===== config.mk =====
export PLATFORM = sky130hd
export DESIGN_NAME = ibex_div_seq
export DESIGN_NICKNAME = d
export VERILOG_FILES = /design/src/rtl/ibex_div_seq.sv
export SDC_FILE = /design/constraint.sdc
export NUM_CORES = 1
export LEC_CHECK = 0
export ABC_AREA = 1
export BUFFER_PORTS_ARGS = -buffer_cell sky130_fd_sc_hd__buf_2
export CORE_UTILIZATION = 30
export DETAILED_ROUTE_END_ITERATION = 8
export GPL_TIMING_DRIVEN = 0
export MAX_ROUTING_LAYER = met4
export SETUP_SLACK_MARGIN = 0.1
export SLEW_MARGIN = 30
export SYNTH_ARGS = -nofsm -noshare
export SYNTH_HDL_FRONTEND = slang
export SYNTH_SLANG_ARGS = --single-unit

===== constraint.sdc =====
create_clock -name clk_i -period 5.9 [get_ports clk_i]
set_input_delay 1.18 -clock clk_i [delete_from_list [all_inputs] [get_ports clk_i]]
set_output_delay 1.18 -clock clk_i [all_outputs]
set_load 0.01 [all_outputs]

===== src/rtl/ibex_div_seq.sv =====
// ibex_div_seq: iterative 32-bit RISC-V divider (DIV/DIVU/REM/REMU).
// Each restoring step borrows the ALU's 33-bit adder for its trial subtraction.
// Sign handling, divide-by-zero and signed overflow are resolved here.
module ibex_div_seq (
  input  logic        clk_i,
  input  logic        rst_i,
  input  logic        div_en_i,
  input  logic [1:0]  div_op_i,
  input  logic [31:0] operand_a_i,
  input  logic [31:0] operand_b_i,
  input  logic        kill_i,
  output logic        ready_o,
  output logic        valid_o,
  output logic [31:0] result_o,
  output logic [32:0] alu_operand_a_o,
  output logic [32:0] alu_operand_b_o,
  output logic        alu_sel_o,
  input  logic [33:0] alu_adder_ext_i
);

  // state | meaning
  // IDLE  | ready for a request
  // ITER  | 32 restoring steps through the shared ALU adder
  // FIX   | apply result sign and select quotient or remainder
  // DONE  | one-cycle valid strobe
  typedef enum logic [1:0] {IDLE, ITER, FIX, DONE} state_e;

  state_e      state_q;
  logic [1:0]  op_q;
  logic        sign_a_q, sign_b_q;
  logic [31:0] b_abs_q, rem_q, quot_q, result_q;
  logic [4:0]  cnt_q;

  logic        signed_op, a_neg, b_neg, div_zero, sgn_ovf;
  logic [31:0] a_abs, b_abs, special_res;
  logic [31:0] shifted, rem_d, quot_d, fix_res;
  logic        msb, ok;
  logic        unused_ext;

  // Request decode: signed ops are DIV/REM (op bit 0 clear).
  always_comb begin
    signed_op   = ~div_op_i[0];
    a_neg       = signed_op & operand_a_i[31];
    b_neg       = signed_op & operand_b_i[31];
    a_abs       = a_neg ? (~operand_a_i + 32'd1) : operand_a_i;
    b_abs       = b_neg ? (~operand_b_i + 32'd1) : operand_b_i;
    div_zero    = (operand_b_i == 32'd0);
    sgn_ovf     = signed_op && (operand_a_i == 32'h8000_0000) &&
                  (operand_b_i == 32'hFFFF_FFFF);
    special_res = 32'd0;
    if (div_zero) special_res = div_op_i[1] ? operand_a_i : 32'hFFFF_FFFF;
    else          special_res = div_op_i[1] ? 32'd0 : 32'h8000_0000;
  end

  // One restoring step; the ALU computes shifted - |b| with carry-out in bit 33.
  always_comb begin
    shifted         = {rem_q[30:0], quot_q[31]};
    msb             = rem_q[31];
    alu_sel_o       = (state_q == ITER);
    alu_operand_a_o = alu_sel_o ? {shifted, 1'b1} : 33'd0;
    alu_operand_b_o = alu_sel_o ? {~b_abs_q, 1'b1} : 33'd0;
    ok              = msb | alu_adder_ext_i[33];
    rem_d           = ok ? alu_adder_ext_i[32:1] : shifted;
    quot_d          = {quot_q[30:0], ok};
    unused_ext      = alu_adder_ext_i[0];
  end

  // Final sign correction and quotient/remainder select.
  always_comb begin
    fix_res = quot_q;
    case (op_q)
      2'b00:   fix_res = (sign_a_q ^ sign_b_q) ? (~quot_q + 32'd1) : quot_q;
      2'b01:   fix_res = quot_q;
      2'b10:   fix_res = sign_a_q ? (~rem_q + 32'd1) : rem_q;
      default: fix_res = rem_q;
    endcase
  end

  // Sequencer: accept, iterate, fix up, strobe; kill aborts ITER/FIX only.
  always_ff @(posedge clk_i) begin
    if (rst_i) begin
      state_q  <= IDLE;
      op_q     <= 2'b00;
      sign_a_q <= 1'b0;
      sign_b_q <= 1'b0;
      b_abs_q  <= 32'd0;
      rem_q    <= 32'd0;
      quot_q   <= 32'd0;
      cnt_q    <= 5'd0;
      result_q <= 32'd0;
    end else begin
      case (state_q)
        IDLE: begin
          if (div_en_i && !kill_i) begin
            op_q     <= div_op_i;
            sign_a_q <= a_neg;
            sign_b_q <= b_neg;
            b_abs_q  <= b_abs;
            if (div_zero || sgn_ovf) begin
              result_q <= special_res;
              state_q  <= DONE;
            end else begin
              rem_q   <= 32'd0;
              quot_q  <= a_abs;
              cnt_q   <= 5'd0;
              state_q <= ITER;
            end
          end
        end
        ITER: begin
          if (kill_i) begin
            state_q <= IDLE;
          end else begin
            rem_q  <= rem_d;
            quot_q <= quot_d;
            cnt_q  <= cnt_q + 5'd1;
            if (cnt_q == 5'd31) state_q <= FIX;
          end
        end
        FIX: begin
          if (kill_i) begin
            state_q <= IDLE;
          end else begin
            result_q <= fix_res;
            state_q  <= DONE;
          end
        end
        default: state_q <= IDLE;
      endcase
    end
  end

  assign ready_o  = (state_q == IDLE);
  assign valid_o  = (state_q == DONE);
  assign result_o = result_q;

endmodule


==> results.json, run 1 <==
{
  "vias": 13900,
  "drt_iter0_markers": 1094,
  "finalHoldViolations": 0,
  "grt_pass1_vias": 13200,
  "maxCapViolCount": 0,
  "ys_ff_latch": 139,
  "grt_max_degree": 17,
  "wl_per_cell_um": 18.4,
  "synth-seq-area-share_pct": 24.7,
  "synth_area_leaders": "dfxtp_1 (25%), nand2_1 (20%), nor2_1 (13%)",
  "overflow": 0,
  "syn_area_um2": 11300,
  "final_util_pct": 36.6,
  "synth-edff-count": 0,
  "rsz0062_at_grt": "false",
  "fin_setup_tns_ns": 0,
  "tritoncts": "yes",
  "grt_usage_pct": 27.5,
  "dpl-instance-area_um2": 12900,
  "detail_route.vias_per_cell": 5.01,
  "clk_pin_slew_ns": 0.06,
  "worstSetupEndpointType": "primary output",
  "dp_hpwl_um": 41300,
  "num_rows": 70,
  "postSynthAreaPerCell_um2": 5.46,
  "synthTopCellsByCount": "nand2_1 (602), nor2_1 (401), nand3_1 (197), inv_1 (182), dfxtp_1 (139)",
  "worstHoldStart": "b_abs_q[31]$_SDFFE_PP0P_",
  "p_leak_nw": 6.73,
  "r2r-start": "state_q[0]$_SDFFE_PP0P_",
  "synth_nets": 2175,
  "root_buffer": "clkbuf_16",
  "synthToLayoutAreaGrowth_pct": 19.7,
  "wl_um": 50900,
  "numCtsBuffers": 17,
  "yosysWarningCount": 0,
  "period_share_pct": 74.2,
  "synthFlopType": "dfxtp_1",
  "skew_ns": 0.00933,
  "clock_path_buffers": 2,
  "cp-start-kind": "flip-flop",
  "crit_start": "state_q[1]$_SDFFE_PP0P_",
  "layout-drive-gt1-share_pct": 13.1,
  "antenna_left": 0,
  "grt_pass1_wl_um": 77500,
  "final.fill_count": 4284,
  "yosys.area.top_type": "dfxtp_1",
  "ios": 205,
  "synthArstFlopShare_pct": 0,
  "die-area_um2": 38300,
  "worstSkewPairLatency_ns": 0.45,
  "post_cts_buffers": 0,
  "die_width_um": 196,
  "tightest_slew_ns": 0.975,
  "synth_cell_types": 41,
  "cts_num_sinks": 139,
  "first_pass_iters": 6,
  "required_ns": 4.72,
  "htreeDepth": 4,
  "antenna_found_initial": 7,
  "die_y_um": 196,
  "status": "complete, no violations",
  "synth_top_area_share_pct": 24.7,
  "syn_inst": 2064,
  "power.density_nw_per_um2": 233,
  "ctsHoldBuffers": 0,
  "finish.instance_area_um2": 13500,
  "coreArea_um2": 36800,
  "cts_resized": 0,
  "arrival_ns": 3.20,
  "max-vdd-ir-drop_uv": 228,
  "finalMaxSlewViolations": 0,
  "critPathMaxFanout": 10,
  "post-synth-top-count-cell": "nand2_1",
  "finalCriticalPeriod_ns": 4.38,
  "relSlewSlack_pct": 35.0,
  "io_buffer_count": 202,
  "drc": 0,
  "gp_congestion": 0.977,
  "crit_type": "flip-flop to primary output",
  "hold_path_class": "flip-flop to flip-flop",
  "setup-violations-final": 0,
  "initial_utilization_pct": 30.6,
  "fmax_ghz": 0.228,
  "nNetsFinal": 2396
}
-- path summary, 6_finish.rpt --
path	endpoint	slack [ns]	depth (start not counted)
worst min-delay path	b_abs_q[31]$_SDFFE_PP0P_	0.47	2
worst max-delay path	alu_operand_b_o[26]	1.52	7
worst max register to register	result_o[3]$_SDFFE_PP0P_	3.17	9
worst min register to register	b_abs_q[31]$_SDFFE_PP0P_	0.47	2
-- cell families after synthesis --
kind of cell	Yosys count	synth area share [%]
buffers and inverters	301	10.9
adder cells (fa/ha/maj)	7	0.778
AO/OA/AOI/OAI	323	15.6
AND/OR/NAND/NOR	1277	46.8
flip-flops	139	24.7
XOR/XNOR	17	1.32
-- layout make-up --
| type | instances | area, um2 | share of cell area [%] |
|---|---|---|---|
| Inverter | 202 | 758 | 5.63 |
| Buffer | 99 | 465 | 3.45 |
| Tap cell | 468 | 586 | 4.34 |
| Antenna cell | 7 | 17.5 | 0.130 |
| Clock buffer | 21 | 460 | 3.42 |
| Timing Repair Buffer | 202 | 1010 | 7.50 |
| Clock inverter | 10 | 141 | 1.05 |
| Multi-Input combinational cell | 1624 | 7250 | 53.8 |
| Sequential cell | 139 | 2780 | 20.6 |
-- metrics by stage --
stage	hold slack (ns)	total power, mW	std cells	worst slack [ns]
2_1_floorplan	0.445	1.67	2064	3.04
3_3_place_gp	0.454	1.98	2734	1.92
3_5_place_dp	0.459	1.99	2734	1.90
4_1_cts	0.468	3.13	2765	1.57
5_1_grt	0.488	3.31	2772	1.38
6_report	0.468	3.13	2772	1.52
-- state kept, by name (all words and copies together) (netlist names) --
signal / cells
b_abs_q: 32
quot_q: 32
rem_q: 32
result_o: 32
cnt_q: 5
op_q: 2
state_q: 2
sign_a_q: 1
sign_b_q: 1
-- where the power goes --
group	internal, mW	switching, mW	leakage [nW]	total [mW]
Combinational	0.287	0.642	5.30	0.928
Clock	0.686	0.459	0.290	1.14
Sequential	0.999	0.0612	1.14	1.06
Total	1.97	1.16	6.73	3.13
-- routing by layer --
layer  up-vias  global-route usage (%)  share of wire, %
met2       528                    45.7                46
li1       7104                       -                 -
met3        83                    5.12               6.7
met4         0                    11.3               3.9
met1      6171                    32.6                43
met5         -                       -                 0
-- critical path, stage by stage, from the launching register on --
cell and delay, ns:
dfxtp_1 0.40, nor2_2 0.14, inv_2 0.26, clkbuf_1 0.48, clkbuf_1 0.71, buf_1 0.45
nor2_1 0.13, buf_2 0.17
-- cell usage in the layout, fill, tap and decap left out, drive strengths merged, types with 4 or more instances in the layout --
cell / synthesis / routed
diode: 0 / 7
o211ai: 14 / 14
a31oi: 5 / 5
clkinv: 2 / 6
nor3: 15 / 15
xor2: 15 / 15
nand4: 28 / 28
o221ai: 7 / 7
nand3: 201 / 201
buf: 35 / 237
or2: 4 / 4
a21oi: 111 / 111
o22ai: 39 / 39
nor2: 412 / 412
nor4: 4 / 4
dfxtp: 139 / 139
ha: 7 / 7
nand2: 604 / 604
o21ai: 140 / 140
and2: 4 / 4
o21bai: 4 / 4
clkbuf: 64 / 85
inv: 200 / 201
Note: power is estimated with default switching activity, not from simulation.
==> run 2, diff against run 1 <==
- ABC_AREA: 1 -> 0
- clock period: 5.9 -> 4.1 ns (I/O delays scaled with it)
==> results.json, run 2 <==
{
  "synth_cell_types": 67,
  "synthToLayoutAreaGrowth_pct": 21.9,
  "initial_utilization_pct": 30.5,
  "overflow": 0,
  "synth_compound_area_share_pct": 23.4,
  "root_buffer": "clkbuf_16",
  "rsz0062_at_grt": "false",
  "synth-edff-count": 0,
  "finalMaxSlewViolations": 0,
  "drt_iter0_markers": 1306,
  "clk_pin_slew_ns": 0.07,
  "layout-drive-gt1-share_pct": 20.1,
  "wl_um": 40400,
  "antenna_found_initial": 0,
  "synth-seq-area-share_pct": 28.9,
  "synth_nets": 1418,
  "total_power_mw": 3.75,
  "period_share_pct": 93.5,
  "tritoncts": "yes",
  "grt_pass1_wl_um": 60500,
  "required_ns": 4.39,
  "worstSetupEndpointType": "flip-flop",
  "die-area_um2": 32800,
  "r2r-start": "state_q[1]$_SDFFE_PP0P_",
  "whs_path_depth": 2,
  "grt_pass1_vias": 9866,
  "wl_per_cell_um": 20.8,
  "power_switching_share_pct": 33.1,
  "vias": 10800,
  "num_rows": 65,
  "grt_max_degree": 17,
  "detail_route.vias_per_cell": 5.56,
  "finalHoldViolations": 0,
  "pwr-share-clk_pct": 42.5,
  "worst_slack_ns": 0.265,
  "die_y_um": 181,
  "r2r_cells": 8,
  "n_antenna_cell": 0,
  "ys_ff_latch": 139,
  "fin_setup_tns_ns": 0,
  "p_leak_nw": 4.52,
  "hold_path_class": "flip-flop to flip-flop",
  "worstSkewPairLatency_ns": 0.44,
  "gp_congestion": 0.956,
  "crit_type": "primary input to flip-flop",
  "antenna_left": 0,
  "layout_commonest_cell": "buf_2",
  "setup-violations-final": 0,
  "finish.instance_area_um2": 11700,
  "die_width_um": 181,
  "path_cells": "buf_2 -> inv_1 -> ha_1 -> nor4b_1 -> nand4_1 -> buf_4 -> o41ai_4 -> nor2_1 -> clkbuf_1 -> a211oi_1 -> nor3_1",
  "cts_num_sinks": 139,
  "synthArstFlopShare_pct": 0,
  "first_pass_iters": 5,
  "crit_slowest_cell": "a211oi_1",
  "grt_usage_pct": 24.8,
  "synth_top_family_by_area": "simple AND/OR/NAND/NOR gates",
  "pwr-share-comb_pct": 18.6,
  "tightest_slew_ns": 0.957,
  "r2r-end": "result_o[30]$_SDFFE_PP0P_",
  "power.density_nw_per_um2": 319,
  "nNetsFinal": 1641,
  "postSynthAreaPerCell_um2": 7.37,
  "synth-simple-area-share_pct": 27.2,
  "syn_area_um2": 9630,
  "max_stage_delay_ns": 0.61,
  "ff2ff_setup_slack_ns": 0.71,
  "synthFlopType": "dfxtp_1",
  "worstHoldStart": "b_abs_q[0]$_SDFFE_PP0P_",
  "maxCapViolCount": 0,
  "fmax_ghz": 0.261,
  "status": "complete, no violations",
  "post-synth-top-count-cell": "nor2_1",
  "drc": 0,
  "p_int_mw": 2.51,
  "io_buffer_count": 202,
  "numCtsBuffers": 17,
  "synthTopCellsByCount": "nor2_1 (164), nand2_1 (154), dfxtp_1 (139), a21oi_1 (108), clkbuf_1 (77)",
  "arrival_ns": 4.13,
  "synthAdderAreaFrac_pct": 0.909,
  "relSlewSlack_pct": 35.6,
  "synth.area.mux_share_pct": 4.29,
  "synth_top_area_share_pct": 28.9,
  "skew_ns": 0.0129,
  "max-vdd-ir-drop_uv": 285,
  "cp-start-kind": "primary input",
  "syn_inst": 1307,
  "synth_area_leaders": "dfxtp_1 (29%), nor2_1 (6.4%), nand2_1 (6.0%)",
  "finalCriticalPeriod_ns": 3.83,
  "yosys.area.top_type": "dfxtp_1",
  "clock_path_buffers": 2,
  "dpl-instance-area_um2": 11100,
  "ios": 205,
  "yosys.area_share.xor_xnor_pct": 9.91,
  "htreeDepth": 4,
  "yosysWarningCount": 0,
  "hold_end": "b_abs_q[0]$_SDFFE_PP0P_",
  "dp_hpwl_um": 30500,
  "most-common-layout-cells": "buf_2 (212), nor2_1 (164), nand2_1 (154)",
  "switchingPower_mw": 1.24,
  "critPathMaxFanout": 10,
  "dp_worst_setup_slack_ns": -0.419,
  "pwr-share-seq_pct": 38.9,
  "ctsHoldBuffers": 0,
  "final_util_pct": 37.2,
  "coreArea_um2": 31600
}
==> run 2: power by group through the flow <==
stage / Combinational [mW] / Clock [mW] / Sequential [mW]
3_5_place_dp: 0.678 / 0 / 1.49
4_1_cts: 0.683 / 1.60 / 1.46
6_report: 0.695 / 1.59 / 1.46
3_3_place_gp: 0.674 / 0 / 1.49
2_1_floorplan: 0.424 / 0 / 1.47
5_1_grt: 0.756 / 1.66 / 1.46
==> run 2: metal layers <==
| metal | GRT usage, % | vias to the layer above | wire length (um) |
|---|---|---|---|
| li1 | - | 5137 | - |
| met3 | 2.88 | 59 | 3300 |
| met1 | 34.2 | 5078 | 18100 |
| met4 | 7.66 | 0 | 962 |
| met5 | - | - | 0 |
| met2 | 37.7 | 548 | 18000 |
==> run 2: final cells by class <==
class	instances	area, um2
Fill cell	3368	19800
Timing Repair Buffer	204	1030
Multi-Input combinational cell	1040	6320
Clock buffer	17	425
Buffer	108	455
Inverter	20	75.1
Clock inverter	15	155
Tap cell	402	503
Sequential cell	139	2780
==> run 2: worst max-delay path: cells and delay by family <==
family	cells	cell delay [ns]
AOI/OAI and AO/OA	2	1.19
adders and majority gates	1	0.23
and+or+nand+nor	4	1.04
buffers and inverters	4	0.84
==> run 2: what timing repair did <==
| item | CTS | global route |
|---|---|---|
| endpoints found under the setup margin | 3 | 11 |
| pin swaps | 2 | 0 |
| resized for setup | 0 | 2 |
| buffers inserted | 2 | 0 |
==> run 2: cells by family after synthesis <==
family | after synthesis
adders and majority gates | 7
AOI/OAI and AO/OA | 343
DFF | 139
muxes | 37
and+or+nand+nor | 544
xor gates and xnor gates | 109
buffers and inverters | 128
==> run 2: how the worst max path moves through the flow <==
stage	startpoint	end	slack, ns	cells after the start
detailed placement	operand_a_i[1]	result_o[26]$_SDFFE_PP0P_	-0.42	10
global placement	operand_a_i[1]	result_o[26]$_SDFFE_PP0P_	-0.47	10
global route	state_q[1]$_SDFFE_PP0P_	alu_operand_b_o[25]	0.19	7
finish	operand_a_i[1]	result_o[30]$_SDFFE_PP0P_	0.27	11
CTS	state_q[1]$_SDFFE_PP0P_	alu_operand_b_o[26]	0.17	7
floorplan	operand_a_i[1]	quot_q[13]$_SDFFE_PP0P_	1.17	11
==> run 2: per-stage QoR <==
step,cells,hold slack [ns]
detailed placement,1911,0.452
global placement,1911,0.443
finish,1945,0.458
CTS,1945,0.461
global route,1945,0.481
floorplan,1307,0.432
